--- src/rtl/ext_pkg.sv ---
// ext_pkg: shared types for the immediate-extension pipeline.
//   ext_mode_e   : run-time extension mode carried with each field.
//   pipe_state_e : 2-bit occupancy state (EMPTY/ONE/TWO), also used by
//                  other registered pipeline stages.
package ext_pkg;

  typedef enum logic [1:0] {
    EXT_ZERO = 2'b00,
    EXT_SIGN = 2'b01,
    EXT_HIGH = 2'b10,
    EXT_BIT  = 2'b11
  } ext_mode_e;

  typedef enum logic [1:0] {
    EMPTY = 2'b00,
    ONE   = 2'b01,
    TWO   = 2'b10
  } pipe_state_e;

endpackage

--- src/rtl/ext_core.sv ---
// ext_core: combinational IN_W -> OUT_W field extender.
// Ports:
//   in_data  [IN_W-1:0]  field to extend
//   in_mode  [1:0]       ZERO / SIGN / HIGH / BIT
//   ext_data [OUT_W-1:0] extended result
module ext_core
  import ext_pkg::*;
#(
  parameter int IN_W  = 16,
  parameter int OUT_W = 32
) (
  input  logic [IN_W-1:0]  in_data,
  input  logic [1:0]       in_mode,
  output logic [OUT_W-1:0] ext_data
);

  always_comb begin
    ext_data = '0;
    case (ext_mode_e'(in_mode))
      EXT_ZERO: ext_data = OUT_W'(in_data);
      EXT_SIGN: ext_data = OUT_W'($signed(in_data));
      // Shift by zero when IN_W == OUT_W, so the field passes through.
      EXT_HIGH: ext_data = OUT_W'(in_data) << (OUT_W - IN_W);
      EXT_BIT:  ext_data = OUT_W'(in_data[0]);
      default:  ext_data = '0;
    endcase
  end

endmodule

--- src/rtl/imm_extend_pipe.sv ---
// imm_extend_pipe: registered immediate/flag extender with valid/ready
// handshake and a two-entry skid buffer (output register + skid register).
// Ports:
//   clk, reset (async, active-high)
//   in_valid / in_ready / in_data[IN_W-1:0] / in_mode[1:0] : producer side
//   out_valid / out_ready / out_data[OUT_W-1:0]             : consumer side
//   level[1:0] : number of entries held (0..2)
module imm_extend_pipe
  import ext_pkg::*;
#(
  parameter int IN_W  = 16,
  parameter int OUT_W = 32
) (
  input  logic             clk,
  input  logic             reset,
  input  logic             in_valid,
  output logic             in_ready,
  input  logic [IN_W-1:0]  in_data,
  input  logic [1:0]       in_mode,
  output logic             out_valid,
  input  logic             out_ready,
  output logic [OUT_W-1:0] out_data,
  output logic [1:0]       level
);

  pipe_state_e      state;
  logic [OUT_W-1:0] ext_data;
  logic [OUT_W-1:0] out_reg;
  logic [OUT_W-1:0] skid_reg;
  logic             in_xfer;
  logic             out_xfer;

  ext_core #(
    .IN_W  (IN_W),
    .OUT_W (OUT_W)
  ) u_core (
    .in_data  (in_data),
    .in_mode  (in_mode),
    .ext_data (ext_data)
  );

  // Handshake outputs are pure decodes of the state register, so in_ready
  // never depends combinationally on out_ready.
  assign in_ready  = (state != TWO);
  assign out_valid = (state != EMPTY);
  assign level     = state;
  assign out_data  = out_reg;

  assign in_xfer  = in_valid  & in_ready;
  assign out_xfer = out_valid & out_ready;

  always_ff @(posedge clk or posedge reset) begin
    if (reset) begin
      state    <= EMPTY;
      out_reg  <= '0;
      skid_reg <= '0;
    end else begin
      case (state)
        EMPTY: begin
          if (in_xfer) begin
            out_reg <= ext_data;
            state   <= ONE;
          end
        end
        ONE: begin
          case ({in_xfer, out_xfer})
            2'b10: begin
              skid_reg <= ext_data;
              state    <= TWO;
            end
            2'b01: state <= EMPTY;
            2'b11: out_reg <= ext_data;
            default: ;
          endcase
        end
        TWO: begin
          if (out_xfer) begin
            out_reg <= skid_reg;
            state   <= ONE;
          end
        end
        default: state <= EMPTY;
      endcase
    end
  end

endmodule

--- config.mk ---
export PLATFORM = sky130hd
export DESIGN_NAME = imm_extend_pipe
export DESIGN_NICKNAME = d
export VERILOG_FILES = /design/src/rtl/ext_pkg.sv /design/src/rtl/ext_core.sv /design/src/rtl/imm_extend_pipe.sv
export SDC_FILE = /design/constraint.sdc
export NUM_CORES = 1
export LEC_CHECK = 0
export ABC_AREA = 1
export BUFFER_PORTS_ARGS = -buffer_cell sky130_fd_sc_hd__buf_4
export CORE_ASPECT_RATIO = 1.5
export CORE_MARGIN = 4
export CORE_UTILIZATION = 59
export CTS_CLUSTER_DIAMETER = 200
export DETAILED_ROUTE_END_ITERATION = 12
export HOLD_SLACK_MARGIN = 0.05
export PLACE_DENSITY = 0.84
export RECOVER_POWER = 50
export SLEW_MARGIN = 20
export SYNTH_ARGS = -nofsm -noshare
export SYNTH_HDL_FRONTEND = slang
export SYNTH_SLANG_ARGS = --single-unit
--- constraint.sdc ---
create_clock -name clk -period 3.75 [get_ports clk]
set_input_delay 0.5625 -clock clk [delete_from_list [all_inputs] [get_ports clk]]
set_output_delay 0.5625 -clock clk [all_outputs]
set_load 0.03 [all_outputs]
Yosys cells after proc, flatten, opt, wreduce, memory -nomap -nowiden
Index checks and enable logic that the tools add are counted.
{ "totals": {"out_inout_bits": 36, "register_bits": 66, "word_cells": 34, "input_bits": 22} }
{ "classes": {"n_eq_ne": 13, "n_reduce_logical": 7, "bitwise": 2, "mux": 9} }
{ "ops": {"columns": ["cell", "n"], "rows": [
  ["32-bit case mux with 4 select lines", 1],
  ["32-bit 2-to-1 mux", 3],
  ["32-bit case mux with 3 select lines", 1],
  ["2-bit equality test, second input constant", 5],
  ["2-bit by 1-bit equality test with 1-bit output, second input constant", 3],
  ["2-bit inequality test, second input constant", 3],
  ["2-bit case mux with 3 select lines", 1],
  ["2-bit logical NOT", 2],
  ["2-bit 2-to-1 mux", 2],
  ["2-bit case mux with 2 select lines", 1],
  ["4-bit AND reduction", 1],
  ["3-bit by 2-bit inequality test with 1-bit output, second input constant", 1],
  ["3-bit AND reduction", 1],
  ["3-bit nonzero test", 1],
  ["1-bit bitwise AND", 2],
  ["2-bit by 1-bit inequality test with 1-bit output, second input constant", 1],
  ["2-bit AND reduction", 1],
  ["2-bit nonzero test", 1]
]} }

Longest topological paths before layout
{ "logic_depth": {"depth_word": 5, "ltp_mapped": 8} }

Modules after synthesis
From an unflattened synthesis, not the netlist that was laid out.
{ "hier_totals": {"hier_cells": 467, "hier_area_um2": 3489.6} }
{ "modules_own_cells": {"columns": ["mod", "area_each_um2", "cells_per_inst", "seq_area_each_um2", "n_inst"], "rows": [
  ["imm_extend_pipe", 3140.5, 395, 1651.6, 1],
  ["ext_core", 349.1, 72, 0.0, 1]
]} }

Worst setup path after synthesis
OpenSTA, ideal clock, no wires.
{ "synth_path": {"path_kind": "register -> output", "from": "reg state[0], in the netlist level[0]", "to": "out in_ready", "path_stages_with_launch": 5, "t_required_ps": 3188, "path_slack_ps": 2075, "arrival_ps": 1113, "path_cell_list": "dfrtp_1 > inv_2 > nand2_1 > buf_4 > buf_2"} }
{ "synth_via": {"elab_chain_len": 1} }
{ "synth_lines": {"columns": ["item", "line", "text"], "rows": [
  ["start: declaration", "imm_extend_pipe.sv:26", "pipe_state_e state;"],
  ["start signal: assignment", "imm_extend_pipe.sv:54", "state <= EMPTY;"],
  ["start signal: assignment", "imm_extend_pipe.sv:62", "state <= ONE;"],
  ["start signal: assignment", "imm_extend_pipe.sv:69", "state <= TWO;"],
  ["2-bit inequality test", "imm_extend_pipe.sv:44", "assign in_ready = (state != TWO);"],
  ["end: declaration", "imm_extend_pipe.sv:17", "output logic in_ready,"]
]} }
No other way between the ends.

Worst setup path after layout
{ "layout_path": {"from": "reg state[1], in the netlist level[1]", "to": "out in_ready"} }
The elaborated chain is that of the path after synthesis.

==> metrics <==
CP startpoint kind=flip-flop; P_leak=2.09 nW; worst flop-to-flop path startpoint=level[0]$_DFFE_PP0P_; Synthesized Nets=424; PortBufs=57; outcome=finished with violations; hold worst-path end=skid_reg[12]$_DFFE_PP0P_; clock latency on the worst-skew pair=0.35 ns; share of power burned in combinational logic=37.7%; crit path DAT=1.67 ns; Inst Count DP=504; R2R Setup Slk=1.71 ns; Routed WL per cell=13.1 um; Multi-input gate area=1240 sq um; Slew headroom=-4.52%; gr ovfl total=0; post-CTS sizing=0; post-route minimum period=2.24 ns; Placed Area=3450 sq um; fillers=406; hold-critical path depth=2; clock power share=24.3%; Max Root-Sink Buffers=2; Critical Path Fanout Max=64; Psw=0.00124 W; Cell variety after synth=16; Initial Utilization=61.6%; row count=31; DR vias/cell=5.14; GPL Wtd Cong=0.797; share of cells above drive strength 1=14.5%; Inserted Clock Buffers=9; root buf cell=clkbuf_8; core area=4930 sq um; HP Class=flip-flop to flip-flop; most frequent cells in the layout=nand2_1 (199), dfrtp_1 (66), buf_4 (42); power per standard cell area=839 nW/um^2; register share of total power=38.0%; YS warnings=0; vias in the first global route=2469; fin crit share=59.6%; hold_sp=skid_reg[12]$_DFFE_PP0P_; H-Tree Depth=3; Switching Share=40.6%; post-route ant nets=0; CTS tree=yes; clock slew seen by the registers of the worst setup and hold paths=0.07 ns; DR vias=2675; Routed WL=6.84 mm; Worst R2R Path Depth=6; Worst Max-Slew Pin Slew=1.57 ns; # nets final=471; sequential fraction of the synthesis area=54.4%; DP Wirelength=4.27 mm; worst reg2reg endpoint=skid_reg[28]$_DFFE_PP0P_; P_int=0.00182 W; area grow syn2layout=20.1%; hold buffer count at cts=0; CP Class=flip-flop to output pin; Overall Global Routing Usage=23.4%; Die Y=95.8 um; final setup fails=0; # DRC=0; CTS Sinks=66; total power=0.00306 W; full die area=6380 sq um; initial DRC count=182; Slew Limit Fails=43; final count of hold timing violations=0; initial antenna violation count=0; Max IR drop VDD=0.637 mV; failing checks=max-capacitance violations, max-slew violations; Mapped Area=3040 sq um; drt first pass iters=5; Max Cap Viol=1; post-CTS setup buffers=0; # IOs=58; Critical Path RT=3.19 ns; f_max=447 MHz; sequential cell area=1650 sq um; largest net degree at the start of global routing=65; Ant. Diodes=0; Worst Setup End Kind=output pin; final setup TNS=0 ns; Die Wd=66.6 um; Non-Filler Instances=520; Design Area, Final=3650 sq um; first-pass GRT wire length=11.3 mm; RSZ-0062 raised after global routing=false; commonest non-fill, non-tap cell in the layout=nand2_1; Cells after Synth=402; syn_area_per_cell=7.55 sq um; Seq cells post-synth=66; post-route clock skew=0.00518 ns
Yosys cell counts:
library cell  number  share of area [%]
buf_2             18                3.0
inv_2              3               0.37
a21oi_1            1               0.16
clkbuf_1           5               0.62
nand2_2            1               0.21
nor2_2             1               0.21
nor2_1            33                4.1
buf_4              1               0.25
nand4_1            1               0.21
o21ai_0           27                4.5
dfrtp_1           66                 54
nand3_2            1               0.33
inv_1              6               0.74
nand2_1          200                 25
nand3_1           18                3.0
o21ai_1           20                3.3
layer usage:
metal / track usage, % / wire [um] / vias to the layer above
met5: 0 / 0 / -
met4: 11.4 / 157 / 0
met3: 4.56 / 347 / 15
met2: 37.6 / 3300 / 80
met1: 30.4 / 3030 / 1233
li1: - / - / 1347
kinds of logic (layout without fill, tap and decap cells):
logic type | count (synthesis) | in the layout | share of synthesized area [%]
buffers and inverters | 33 | 85 | 4.95
AND/OR/NAND/NOR | 255 | 255 | 32.7
flip-flops | 66 | 66 | 54.4
AO/OA/AOI/OAI | 48 | 48 | 7.91
power by group through the flow:
stage	sequential (W)	combinational, W	clock, W
floorplan	0.00143	0.000570	0
global placement	0.00116	0.00119	0
detailed placement	0.00117	0.00122	0
CTS	0.00116	0.00122	0.000752
global route	0.00119	0.00128	0.000777
finish	0.00116	0.00115	0.000743
layout make-up:
type	count	share of cell area [%]
Clock buffer	10	3.77
Clock inverter	6	3.09
Inverter	9	0.927
Multi-Input combinational cell	303	34.0
Sequential cell	66	45.3
Tap cell	66	2.26
Timing Repair Buffer	60	10.6
stage by stage:
stage | hold WS, ns | setup slack [ns] | util [%]
final | 0.481 | 1.51 | 74.0
after CTS | 0.424 | 1.52 | 75.2
after global placement | 0.460 | 1.53 | 70.1
after global routing | 0.493 | 1.44 | 74.0
after floorplan | 0.448 | 1.53 | -
after detailed placement | 0.466 | 1.52 | 70.1
worst max-delay path, cell delays in order (launching register included):
cell,delay (ns)
dfrtp_1,0.45
nand2_2,0.11
buf_4,0.49
buf_4,0.27
how the worst max path moves through the flow:
stage	slack, ns	endpoint	startpoint	cells past startpoint
2_1_floorplan	1.53	level[0]$_DFFE_PP0P_	reset	1
3_3_place_gp	1.53	skid_reg[18]$_DFFE_PP0P_	out_ready	6
3_5_place_dp	1.52	skid_reg[28]$_DFFE_PP0P_	out_ready	6
4_1_cts	1.52	in_ready	level[1]$_DFFE_PP0P_	3
5_1_grt	1.44	in_ready	level[1]$_DFFE_PP0P_	3
6_report	1.51	in_ready	level[1]$_DFFE_PP0P_	3
No activity file was read; power rests on OpenSTA's default activity.
